File: src/rtl/fsk_pkg.sv
// Shared definitions for the FSK modulator and its companion frequency analyzer.
package fsk_pkg;

  // Width of the event counters shared with the analyzer side.
  localparam int CNT_W = 32;

  typedef enum logic {
    IDLE = 1'b0,
    SEND = 1'b1
  } fsk_state_t;

  // Number of clock cycles in half a period of the given tone (integer division).
  function automatic int half_period_ticks(input int clock_hz, input int tone_hz);
    return clock_hz / (2 * tone_hz);
  endfunction

endpackage

File: src/rtl/fsk_tone_counter.sv
// Half-period counter for the current tone: strobes when the line should toggle.
module fsk_tone_counter
  import fsk_pkg::*;
#(
  parameter int F0_TICKS = 10,
  parameter int F1_TICKS = 5
) (
  input  logic clock,
  input  logic clear,
  input  logic active,
  input  logic tone_sel,
  input  logic restart,
  output logic toggle
);

  localparam logic [CNT_W-1:0] F0_LAST = CNT_W'(F0_TICKS - 1);
  localparam logic [CNT_W-1:0] F1_LAST = CNT_W'(F1_TICKS - 1);

  logic [CNT_W-1:0] half_cnt;
  logic [CNT_W-1:0] tone_last;

  // Select the half-period of the tone for the bit on the line and detect its end.
  always_comb begin
    tone_last = tone_sel ? F1_LAST : F0_LAST;
    toggle    = active && (half_cnt == tone_last);
  end

  // A symbol boundary or a fresh load restarts the count; the toggle strobe is unaffected.
  always_ff @(posedge clock or negedge clear) begin
    if (!clear) begin
      half_cnt <= '0;
    end else if (restart) begin
      half_cnt <= '0;
    end else if (active) begin
      if (toggle) half_cnt <= '0;
      else        half_cnt <= half_cnt + 1'b1;
    end
  end

endmodule

File: src/rtl/fsk_modulator.sv
// Serialises bytes LSB-first into a phase-continuous two-tone square wave.
module fsk_modulator
  import fsk_pkg::*;
#(
  parameter int DEFAULT_FREQUENCY0 = 9000,
  parameter int DEFAULT_FREQUENCY1 = 11000,
  parameter int CLOCK_FREQUENCY    = 50000000,
  parameter int BIT_TICKS          = 50000
) (
  input  logic             clock,
  input  logic             clear,
  input  logic             enable,
  input  logic [7:0]       data_in,
  input  logic             data_valid,
  output logic             data_ready,
  output logic             sample_data,
  output logic             busy,
  output logic [CNT_W-1:0] words_sent
);

  // Parameters are expected to give F0_TICKS, F1_TICKS and BIT_TICKS of at least 1.
  localparam int F0_TICKS = half_period_ticks(CLOCK_FREQUENCY, DEFAULT_FREQUENCY0);
  localparam int F1_TICKS = half_period_ticks(CLOCK_FREQUENCY, DEFAULT_FREQUENCY1);
  localparam logic [CNT_W-1:0] BIT_LAST = CNT_W'(BIT_TICKS - 1);

  fsk_state_t       state;
  logic [7:0]       shift;
  logic [2:0]       bit_idx;
  logic [CNT_W-1:0] bit_cnt;
  logic             active;
  logic             bit_end;
  logic             handshake;
  logic             restart;
  logic             toggle;

  // Handshake decode: ready in IDLE, or on the last cycle of the last bit for gapless streaming.
  always_comb begin
    active     = (state == SEND) && enable;
    bit_end    = (bit_cnt == BIT_LAST);
    data_ready = enable && ((state == IDLE) || ((state == SEND) && (bit_idx == 3'd7) && bit_end));
    handshake  = data_valid && data_ready;
    restart    = ((state == IDLE) && handshake) || (active && bit_end);
  end

  fsk_tone_counter #(
    .F0_TICKS (F0_TICKS),
    .F1_TICKS (F1_TICKS)
  ) u_tone (
    .clock    (clock),
    .clear    (clear),
    .active   (active),
    .tone_sel (shift[0]),
    .restart  (restart),
    .toggle   (toggle)
  );

  // Transmit FSM: word loading, bit timing, line toggling and completed-word count.
  always_ff @(posedge clock or negedge clear) begin
    if (!clear) begin
      state       <= IDLE;
      busy        <= 1'b0;
      shift       <= '0;
      bit_idx     <= '0;
      bit_cnt     <= '0;
      sample_data <= 1'b0;
      words_sent  <= '0;
    end else begin
      case (state)
        IDLE: begin
          if (handshake) begin
            shift   <= data_in;
            bit_idx <= '0;
            bit_cnt <= '0;
            state   <= SEND;
            busy    <= 1'b1;
          end
        end
        SEND: begin
          if (!enable) begin
            state <= IDLE;
            busy  <= 1'b0;
          end else begin
            if (toggle) sample_data <= ~sample_data;
            if (bit_end) begin
              bit_cnt <= '0;
              shift   <= {1'b0, shift[7:1]};
              bit_idx <= bit_idx + 1'b1;
              if (bit_idx == 3'd7) begin
                words_sent <= words_sent + 1'b1;
                if (handshake) begin
                  shift   <= data_in;
                  bit_idx <= '0;
                end else begin
                  state <= IDLE;
                  busy  <= 1'b0;
                end
              end
            end else begin
              bit_cnt <= bit_cnt + 1'b1;
            end
          end
        end
        default: begin
          state <= IDLE;
          busy  <= 1'b0;
        end
      endcase
    end
  end

endmodule

File: config.mk
export PLATFORM = sky130hd
export DESIGN_NAME = fsk_modulator
export DESIGN_NICKNAME = d
export VERILOG_FILES = /design/src/rtl/fsk_pkg.sv /design/src/rtl/fsk_tone_counter.sv /design/src/rtl/fsk_modulator.sv
export SDC_FILE = /design/constraint.sdc
export NUM_CORES = 1
export LEC_CHECK = 0
export ABC_AREA = 1
export BUFFER_PORTS_ARGS = -buffer_cell sky130_fd_sc_hd__clkbuf_2
export CELL_PAD_IN_SITES_DETAIL_PLACEMENT = 0
export CELL_PAD_IN_SITES_GLOBAL_PLACEMENT = 1
export CORE_MARGIN = 2
export CORE_UTILIZATION = 43
export CTS_CLUSTER_DIAMETER = 30
export DETAILED_ROUTE_END_ITERATION = 8
export PLACE_DENSITY = 0.86
export SLEW_MARGIN = 0
export SYNTH_ARGS = -nofsm -noshare
export SYNTH_HDL_FRONTEND = slang
export SYNTH_SLANG_ARGS = --single-unit
File: constraint.sdc
create_clock -name clock -period 4.4 [get_ports clock]
set_input_delay 0.88 -clock clock [delete_from_list [all_inputs] [get_ports clock]]
set_output_delay 0.88 -clock clock [all_outputs]
set_load 0.01 [all_outputs]
-- Word-level counts from Yosys, hierarchy flattened
Cells that the tools add are included.
- word-level logic and storage cells: 70
- memory bits (read-only): 0
- bits in latches: 0
- output and inout bits: 35
- memory bits (writable): 0
- flip-flop bits (word level): 110
- memories kept: 0
- shifts and indexed selects: 0
- magnitude comparators: 0
- bitwise gates (word level): 2
- divide/modulo/power cells: 0
- $add $sub $neg: 4
- reductions and logical operators: 16
- $mul: 0
- eq/ne operators: 9
- multiplexer cells: 31
- operator list (operator ; number):
    32-bit 2-to-1 mux ; 6
    32-bit by 1-bit adder with 32-bit output, second input constant ; 3
    32-bit case mux with 2 select lines ; 1
    8-bit 2-to-1 mux ; 5
    32-bit by 16-bit equality test with 1-bit output, second input constant ; 1
    32-bit equality test ; 1
    8-bit case mux with 2 select lines ; 1
    3-bit 2-to-1 mux ; 5
    10-bit 2-to-1 mux ; 1
    1-bit 2-to-1 mux ; 9
    1-bit logical AND ; 8
    4-bit AND reduction ; 2
    3-bit by 2-bit != test with 1-bit output, second input constant ; 2
    3-bit case mux with 2 select lines ; 1
    3-bit AND reduction ; 2
    2-bit != test, second input constant ; 2
    1-bit case mux with 2 select lines ; 2
    3-bit by 1-bit adder with 3-bit output, second input constant ; 1
    3-bit equality test, second input constant ; 1
    3-bit != test, second input constant ; 1
    1-bit logical OR ; 2
    2-bit by 1-bit != test with 1-bit output, second input constant ; 1
    1-bit inverter ; 2
    2-bit AND reduction ; 1
    2-bit nonzero test ; 1

-- Longest topological paths before layout
Gate-level depths: netlist (run 1).
- word-level depth: 11
- depth in mapped cells: 12
- mapped depth without buffers: 12

-- By module
From an unflattened synthesis (run 1), not the netlist that was laid out.
- cell total of the unflattened synthesis: 1008
- area, all modules: 7196.9 µm²
- modules (own cells, without submodules) (module ; times used ; area each (µm²) ; cells each ; seq. area each (µm²)):
    fsk_modulator ; 1 ; 4772.1 ; 648 ; 1951.9
    fsk_tone_counter ; 1 ; 2424.8 ; 360 ; 800.8

-- Worst setup path before layout (run 1)
OpenSTA, ideal clock, no wires.
- path type: reg-to-output
- from: register bit_cnt[1]
- to: output data_ready
- path slack: 2.138 ns
- arrival time: 1.382 ns
- cell stages (with the launch flop): 8
- data required time: 3.520 ns
- buffers on the path: 0
- path through: dfrtp_1 ha_1 nand2_2 nor2_2 nand3_1 nor2_2 nand3_1 a21oi_1
- word-level cells in the longest chain between the ends: 4
- ends and longest elaborated chain (element ; RTL line ; source):
    from (decl) ; fsk_modulator.sv:29 ; logic [CNT_W-1:0] bit_cnt;
    from (signal assigned) ; fsk_modulator.sv:99 ; bit_cnt <= bit_cnt + 1'b1;
    32-bit by 16-bit equality test with 1-bit output ; fsk_modulator.sv:39 ; bit_end = (bit_cnt == BIT_LAST);
    1-bit logical AND ; fsk_modulator.sv:40 ; data_ready = enable && ((state == IDLE) || ((state == SEND) && (bit_idx == 3'd7) && bit_end));
    1-bit logical OR ; fsk_modulator.sv:40 ;
    1-bit logical AND ; fsk_modulator.sv:40 ;
    to (decl) ; fsk_modulator.sv:15 ; output logic data_ready,
No other way between the ends.

-- Final worst setup path (run 1)
Ends and elaborated chain as after synthesis.

==> reports/summary.txt, run 1 <==
status = finished clean
Post-CTS Setup Bufs = 0
Diodes inserted = 0
Pwr Total = 2.09 mW
R2R depth = 7
CP delay by family, top = simple AND/OR/NAND/NOR gates
reg2reg end = u_tone.half_cnt[12]$_DFFE_PN0P_
Detailed Routing Iterations Pass 1 = 4
worst-case vdd ir drop = 0.201 mV
Synth Instances = 920
DRC Markers = 0
core footprint = 15300 sq um
post-synthesis mux area share = 0
slowest cell delay on critical path = 0.37 ns
worst r2r src = state$_DFF_PN0_
Worst Hold Path Cells = 1
slew margin rel. = 0.441
Yosys top cell by area = dfrtp_1
Port Buf Inserts = 46
post-synthesis adder-cell area fraction = 0.00922
GRT overflow = 0
flops & latches, synth = 110
Hold Fails Final Rpt = 0
worst endpoint required time = 3.52 ns
CP arrival = 2.11 ns
RSZ-0062 raised after global routing = no
largest net degree at the start of global routing = 45
Finished Cell Area = 7480 sq um
hold buffers post-CTS = 0
DR vias = 6034
Detailed Route Iter0 Violations = 416
worst-case clock buffer depth = 2
M1 WL = 8.42 mm
final setup fails = 0
root buffer cell = clkbuf_16
post-synthesis average cell area = 7.38 sq um
Layout area overhead = 10.3%
fin crit share = 0.680
Compound-Gate Fraction of Synth Area = 0.0577
fin nets = 981
initial antenna violation count = 0
Slew Limit Fails = 0
DR vias/cell = 5.11
final core occ = 0.489
Hold WS = 0.476 ns
die height = 130 um
Startpoint Class = flop
CTS tree = yes
YS warnings = 0
first-pass GRT wire length = 28.9 mm
CTS sink count = 110
Total GRT Usage = 0.217
Die ar. = 16800 sq um
Pwr Density = 279 nW/um^2
setup_tns = 0 ns
clock latency on the worst-skew pair = 0.36 ns
post-synth top area share = 0.406
min Tclk post-route = 2.99 ns
vias in the first global route = 5750
Max Cap Viol = 0
I/O pin cnt = 47
area of the mapped netlist = 6790 sq um
Detailed Route WL = 17.2 mm
Die Wd = 130 um
CP Class = flop to output port
share of cells above drive strength 1 = 0.100
DP Wirelength = 12.7 mm
fmax = 334 MHz
initial core utilization = 0.443
Routed met2 length = 7.98 mm
largest family of logic cells by synthesized area = simple AND/OR/NAND/NOR gates
dpl cell area = 7190 sq um
Worst Max-Slew Pin Slew = 0.837 ns
Worst-path clk slew = 0.07 ns
H-tree depth reported by CTS = 3
clk_skew = 0.00926 ns
HP Class = flop to flop
num rows = 45
met3 WL = 601 um
Min-Delay Startpoint = sample_data$_DFFE_PN0P_
top cells by area, synth = dfrtp_1 41%, nand2_1 12%, inv_1 6.6%
Slowest cell on crit path = dfrtp_1
Post-Synth XOR/XNOR Area = 0.0762
Critical Path, Cell by Cell = ha_1 > nand2_2 > nor2_2 > nand3_1 > nor2_2 > nand3_1 > a21oi_1 > clkbuf_2
R2R Setup Slk = 1.51 ns
Routed Antenna Nets = 0
Worst Hold Path EP = sample_data$_DFFE_PN0P_
CP Buf/Inv Count = 1
syn_nets = 937
GPL Wtd Cong = 0.911
WL/cell = 14.6 um
total CTS buffers = 9
simple-gate portion of the synthesized area = 0.364
Worst Path Max Fanout = 4
Seq/Total Area, Yosys = 0.406
Lkg Pwr = 3.45 nW
Top Metal Used = met4
Distinct cells, synth = 40
type of element capturing the critical path = output port
post-CTS resize count = 0
-- worst reg2reg max path, stage by stage (launching register included) --
cell      delay, ns
dfrtp_1        0.67
nand2_4        0.24
inv_1          0.12
nand3_4        0.16
nand2_4        0.19
inv_2          0.39
nand2_1        0.60
a211oi_1       0.40
-- metrics by stage --
step | setup slack [ns] | instances
4_1_cts | 1.39 | 1180
3_5_place_dp | 1.28 | 1164
2_1_floorplan | 2.14 | 920
5_1_grt | 1.18 | 1180
3_3_place_gp | 1.34 | 1164
6_report | 1.41 | 1180
-- synth_stat cells, drive strengths merged --
cell,n
nand2,230
inv,125
nor2,117
dfrtp,110
nand3,67
nor3,59
nand4,47
xor2,42
o21ai,34
a21oi,22
xnor2,17
buf,14
nor4,9
ha,5
o22ai,4
clkbuf,3
nor3b,3
o21a,3
a211oi,2
a31oi,2
o31ai,2
a22o,1
o32ai,1
or2,1
-- cell families (layout without fill, tap and decap cells) --
group,after synthesis,count (layout)
AND/OR/NAND/NOR,533,533
buffers and inverters,142,191
flip-flops,110,110
AO/OA/AOI/OAI,71,71
XOR/XNOR,59,59
adder cells (fa/ha/maj),5,5
-- per-layer routing --
layer | track usage | vias up
met4 | 0.0462 | 0
met1 | 0.309 | 2829
li1 | - | 3069
met5 | 0 | -
met3 | 0.0450 | 18
met2 | 0.344 | 118
-- report_power, final --
part | leakage (nW) | internal, mW | switching [mW]
clock network | 0.141 | 0.445 | 0.382
logic | 1.85 | 0.0543 | 0.112
registers | 1.46 | 1.05 | 0.0404
total | 3.45 | 1.55 | 0.534
-- area by class of cell --
type	count	area, sq um
clock buffer	11	233
clock inverter	5	58.8
fill	1603	7830
inverter	125	472
multi-input combinational	668	3440
sequential	110	2750
tap	211	264
timing repair buffer	50	263
-- cells in the final DEF, fill, tap and decap left out, types with 4 or more instances in the layout --
cell and n:
o22ai_1 4, nor2_2 5, inv_2 4, nor3_1 55, nand4_1 47, nand2_4 4
xnor2_1 17, nand3_1 63, a21oi_1 22, xor2_1 42, o21ai_0 32, dfrtp_1 110
nor2_1 108, inv_1 120, nor4_1 9, clkbuf_2 45, nand2_2 5, buf_4 5
clkbuf_16 9, ha_1 5, nand2_1 221
-- state kept, by name, summed over array words and instances, names as in the netlist --
register         flops
bit_cnt             32
u_tone.half_cnt     32
sample_data          1
busy                 1
shift                8
bit_idx              3
words_sent          32
state                1
-- worst max path at each step --
stage	start	to	slack [ns]	cells after the start
detailed placement	enable	u_tone.half_cnt[12]$_DFFE_PN0P_	1.28	8
global route	state$_DFF_PN0_	u_tone.half_cnt[12]$_DFFE_PN0P_	1.18	7
global placement	enable	u_tone.half_cnt[12]$_DFFE_PN0P_	1.34	8
floorplan	bit_cnt[1]$_DFFE_PN0P_	data_ready	2.14	7
finish	bit_cnt[1]$_DFFE_PN0P_	data_ready	1.41	8
CTS	bit_cnt[1]$_DFFE_PN0P_	data_ready	1.39	8
Power figures use the tool's default switching activity.
==> run 2: changes to the inputs <==
Settings changed: ABC_AREA 1 to 0, CORE_UTILIZATION 43 to 42, PLACE_DENSITY 0.86 to 0.85.
Clock period 4.4 ns to 2.45 ns, I/O delays scaled along.
==> reports/summary.txt, run 2 <==
Die Wd = 122 um
CTS tree = yes
FFs w/ async S/R, synth = 1.00
Switching Share = 0.253
Worst Max-Slew Pin Slew = 0.621 ns
Die ar. = 14800 sq um
Pwr Density = 535 nW/um^2
Yosys top cell by area = dfrtp_1
Distinct cells, synth = 58
H-tree depth reported by CTS = 3
final setup fails = 0
WL/cell = 16.2 um
initial antenna violation count = 0
final cell count without fillers = 868
Clk network pwr share = 0.385
Layout area overhead = 17.2%
Int Pwr = 2.73 mW
core footprint = 13700 sq um
Seq/Total Area, Yosys = 0.472
worst-case clock buffer depth = 2
HP Class = input port to async pin
most common flop cell mapped by yosys = dfrtp_1
Slowest cell on crit path = dfrtp_2
worst endpoint required time = 1.96 ns
worst-case vdd ir drop = 0.412 mV
commonest non-fill, non-tap cell in the layout = dfrtp_1
Worst-path clk slew = 0.07 ns
CP Buf/Inv Count = 1
most frequent cells after synthesis = 110 x dfrtp_1, 60 x nor2_1, 58 x nand2_1
CP arrival = 1.88 ns
GRT overflow = 0
Max Cap Viol = 0
R2R depth = 6
slowest cell delay on critical path = 0.47 ns
Synth Instances = 616
die height = 122 um
YS warnings = 0
worst setup margin = 0.0782 ns
DR vias = 4903
GPL Wtd Cong = 0.886
most frequent cells in the layout = 104 x dfrtp_1, 60 x nor2_1, 58 x nand2_1
I/O pin cnt = 47
root buffer cell = clkbuf_16
Routed Antenna Nets = 0
placed insts = 842
status = finished clean
DP Wirelength = 9.80 mm
Hold WS = 0.0614 ns
Detailed Route WL = 14.1 mm
Slew Limit Fails = 0
Lkg Pwr = 3.04 nW
fin nets = 700
Diodes inserted = 0
Total GRT Usage = 0.199
Startpoint Class = flop
post-synthesis average cell area = 9.47 sq um
Critical Path, Cell by Cell = nor4_1 > nand4_1 > nor3_4 > a21boi_2 > nor2b_1 > buf_2
Largest regs = bit_cnt (32), u_tone.half_cnt (32), words_sent (32)
slew margin rel. = 0.583
Post-synth EDFFs = 0
initial core utilization = 0.425
type of element capturing the critical path = output port
CP startpoint = bit_cnt[10]$_DFFE_PN0P_
Hold Fails Final Rpt = 0
share of cells above drive strength 1 = 0.188
fin crit share = 0.968
CTS sink count = 110
syn_nets = 633
DR vias/cell = 5.65
min Tclk post-route = 2.37 ns
Detailed Route Iter0 Violations = 344
post-synth top area share = 0.472
num rows = 43
Pwr Total = 3.66 mW
CP delay by family, top = simple AND/OR/NAND/NOR gates
largest net degree at the start of global routing = 43
Flop pwr share = 0.533
DP Worst Slack = 0.206 ns
count leader, synth = dfrtp_1
flops & latches, synth = 110
Sw Pwr = 0.926 mW
fmax = 422 MHz
top cells by area, synth = dfrtp_1 47%, xor2_1 5.6%, xnor2_1 5.4%
Crit path depth = 6
Detailed Routing Iterations Pass 1 = 5
DRC Markers = 0
area of the mapped netlist = 5830 sq um
Finished Cell Area = 6840 sq um
Port Buf Inserts = 46
Worst Path Max Fanout = 8
CP Class = flop to output port
dpl cell area = 6420 sq um
total CTS buffers = 9
clock latency on the worst-skew pair = 0.36 ns
first-pass GRT wire length = 23.7 mm
worst r2r src = bit_cnt[11]$_DFFE_PN0P_
hold buffers post-CTS = 0
Logic pwr share = 0.082
vias in the first global route = 4780
clk_skew = 0.00888 ns
[run 2: worst paths after layout]
path,endpoint,slack (ns)
setup / recovery,data_ready,0.08
hold / removal,u_tone.half_cnt[24]$_DFFE_PN0P_,0.06
setup reg to reg,shift[6]$_DFFE_PN0P_,0.25
hold reg to reg,sample_data$_DFFE_PN0P_,0.47
max in group asynchronous,u_tone.half_cnt[7]$_DFFE_PN0P_,1.76
min in group clock,shift[7]$_DFFE_PN0P_,0.41
[run 2: timing repair]
action | 4_1_cts | 5_1_grt
setup endpoints to repair | 1 | 1
buffers inserted | 7 | 3
resized for setup | 5 | 13
pin swaps | 2 | 4
hold endpoints to repair | 0 | 0
[run 2: layout make-up]
| cell class | count | area, sq um |
|---|---|---|
| multi-input combinational | 462 | 2950 |
| clock inverter | 5 | 38.8 |
| sequential | 110 | 2760 |
| clock buffer | 11 | 243 |
| fill | 1302 | 6880 |
| timing repair buffer | 86 | 571 |
| tap | 180 | 225 |
| inverter | 14 | 52.6 |
[run 2: logic make-up after synthesis]
logic type	after synthesis	share of synthesized area
xor+xnor	73	0.110
simple gates	307	0.283
fa+ha+maj	5	0.0107
buf+inv	44	0.0335
compound gates	67	0.0736
flops	110	0.472
mux	10	0.0178
[run 2: through the flow]
| stage | util | TNS (ns) |
|---|---|---|
| after global routing | 0.498 | -0.00402 |
| after floorplan | - | 0 |
| after CTS | 0.493 | 0 |
| after global placement | 0.468 | 0 |
| after detailed placement | 0.468 | 0 |
| final | 0.498 | 0 |
[run 2: per-layer routing]
metal	up-vias	global-route usage	wire [um]
li1	2345	-	-
met1	2429	0.284	6590
met2	118	0.310	6690
met3	11	0.0375	640
met4	0	0.0596	125
met5	-	0	0
[run 2: worst register-to-register path, cell delays in order, from the launching register on]
cell and delay (ns):
dfrtp_1 0.47, nor4_2 0.43, nand4_2 0.22, o41ai_4 0.42, buf_4 0.25, mux2i_1 0.22
a21oi_1 0.08
[run 2: power groups by stage]
stage	sequential (mW)	combinational [mW]	clock, mW
2_1_floorplan	1.97	0.160	0
3_3_place_gp	1.98	0.272	0
3_5_place_dp	1.98	0.276	0
4_1_cts	1.95	0.287	1.46
5_1_grt	1.96	0.339	1.53
6_report	1.95	0.300	1.41
==> run 3: changes to the inputs <==
Settings changed: CORE_UTILIZATION 42 to 47, GPL_ROUTABILITY_DRIVEN from default to 0, PLACE_DENSITY 0.85 to 0.89.
Clock period 2.45 ns to 2.2 ns, I/O delays scaled along.
==> reports/summary.txt, run 3 (synthesis gave the netlist of run 2 again) <==
min Tclk post-route = 2.34 ns
worst-case clock buffer depth = 2
fin crit share = 1.06
Pwr Density = 590 nW/um^2
initial core utilization = 0.484
clk_skew = 0.00704 ns
largest net degree at the start of global routing = 35
Die Wd = 115 um
final setup fails = 1
dpl cell area = 6700 sq um
Max Cap Viol = 0
Worst Max-Slew Pin Slew = 0.588 ns
DR vias/cell = 5.74
root buffer cell = clkbuf_16
Detailed Route Iter0 Violations = 405
worst-case vdd ir drop = 0.605 mV
Detailed Route WL = 14.8 mm
Diodes inserted = 0
# fillers = 1041
Hold WS = 0.0313 ns
status = finished, violations left
CP Class = flop to output port
final cell count without fillers = 887
I/O pin cnt = 47
worst endpoint required time = 1.76 ns
grt met3 use = 0.0560
vias in the first global route = 4985
fmax = 427 MHz
RSZ-0062 raised after global routing = yes
setup_tns = -0.141 ns
Slowest cell on crit path = dfrtp_1
reg2reg end = words_sent[26]$_DFFE_PN0P_
Slew Limit Fails = 0
DP Worst Slack = 0.0680 ns
first-pass GRT wire length = 24.8 mm
GRT busiest layer = met2
initial antenna violation count = 0
Worst Path Max Fanout = 5
Worst-path clk slew = 0.07 ns
CTS tree = yes
Critical Path, Cell by Cell = nor4_2 > nand4_1 > nor3_4 > a21boi_2 > nor2b_1 > buf_2
R2R Setup Slk = 0.06 ns
clock latency on the worst-skew pair = 0.36 ns
worst setup margin = -0.141 ns
Global Route met1 Usage = 0.319
Port Buf Inserts = 46
Largest regs = bit_cnt (32), u_tone.half_cnt (32), words_sent (32)
R2R depth = 6
placed insts = 864
Die ar. = 13300 sq um
type of element capturing the critical path = output port
DP Wirelength = 10.5 mm
Total GRT Usage = 0.234
fin nets = 731
Layout area overhead = 22.6%
slowest cell delay on critical path = 0.45 ns
die height = 115 um
H-tree depth reported by CTS = 3
share of cells above drive strength 1 = 0.232
Finished Cell Area = 7160 sq um
Routed Antenna Nets = 0
GRT overflow = 0
DRC Markers = 0
Lkg Pwr = 3.24 nW
num rows = 40
Startpoint Class = flop
commonest non-fill, non-tap cell in the layout = dfrtp_1
Hold Fails Final Rpt = 0
core footprint = 12100 sq um
Detailed Routing Iterations Pass 1 = 5
failing checks = setup timing
CTS sink count = 110
slew margin rel. = 0.604
Crit path depth = 6
CP startpoint = bit_cnt[7]$_DFFE_PN0P_
CP delay by family, top = simple AND/OR/NAND/NOR gates
CP arrival = 1.90 ns
total CTS buffers = 9
worst r2r src = bit_cnt[10]$_DFFE_PN0P_
GRT met2 Usage = 0.382
CP Capture Point = data_ready
WL/cell = 16.7 um
most frequent cells in the layout = 106 x dfrtp_1, 66 x buf_4, 60 x nor2_1
DR vias = 5089
CP Buf/Inv Count = 1
HP Class = input port to async pin
==> run 3: layout make-up <==
| cell class | count | area [sq um] | area share |
|---|---|---|---|
| tap | 168 | 210 | 0.0294 |
| timing repair buffer | 117 | 841 | 0.118 |
| clock inverter | 5 | 65.1 | 0.00909 |
| multi-input combinational | 462 | 2990 | 0.417 |
| sequential | 110 | 2760 | 0.385 |
| clock buffer | 11 | 243 | 0.0339 |
| inverter | 14 | 52.6 | 0.00734 |
==> run 3: routing by layer <==
metal | routed length, um | part of all wire | up-vias
met1 | 6490 | 0.44 | 2508
li1 | - | - | 2421
met4 | 142 | 0.0096 | 0
met2 | 7400 | 0.50 | 146
met5 | 0 | 0 | -
met3 | 781 | 0.053 | 14
==> run 3: how the worst min path moves through the flow <==
stage | cells past startpoint | endpoint | slack, ns
6_report | 1 | bit_cnt[9]$_DFFE_PN0P_ | 0.03
5_1_grt | 1 | bit_cnt[0]$_DFFE_PN0P_ | 0.06
4_1_cts | 1 | bit_cnt[9]$_DFFE_PN0P_ | 0.05
3_5_place_dp | 1 | bit_cnt[9]$_DFFE_PN0P_ | 0.43
3_3_place_gp | 1 | bit_cnt[9]$_DFFE_PN0P_ | 0.43
2_1_floorplan | 0 | bit_cnt[0]$_DFFE_PN0P_ | 0.14
==> run 3: what timing repair did <==
item                                    in CTS  in global routing
hold buffers                                 0                  0
endpoints found under the setup margin       2                 49
pin swaps                                    2                  4
resized for setup                           12                 13
buffers inserted                             4                  3
==> run 3: stage by stage <==
step	util	total power, mW
after detailed placement	0.555	2.55
after floorplan	-	2.37
after global routing	0.593	4.38
after CTS	0.586	4.25
final	0.593	4.22
after global placement	0.555	2.53
==> run 3: where the power goes <==
part	internal (mW)	switching, mW	leakage (nW)
Sequential	2.09	0.0747	1.45
Combinational	0.150	0.209	1.63
Clock	0.930	0.769	0.151
Total	3.17	1.05	3.24
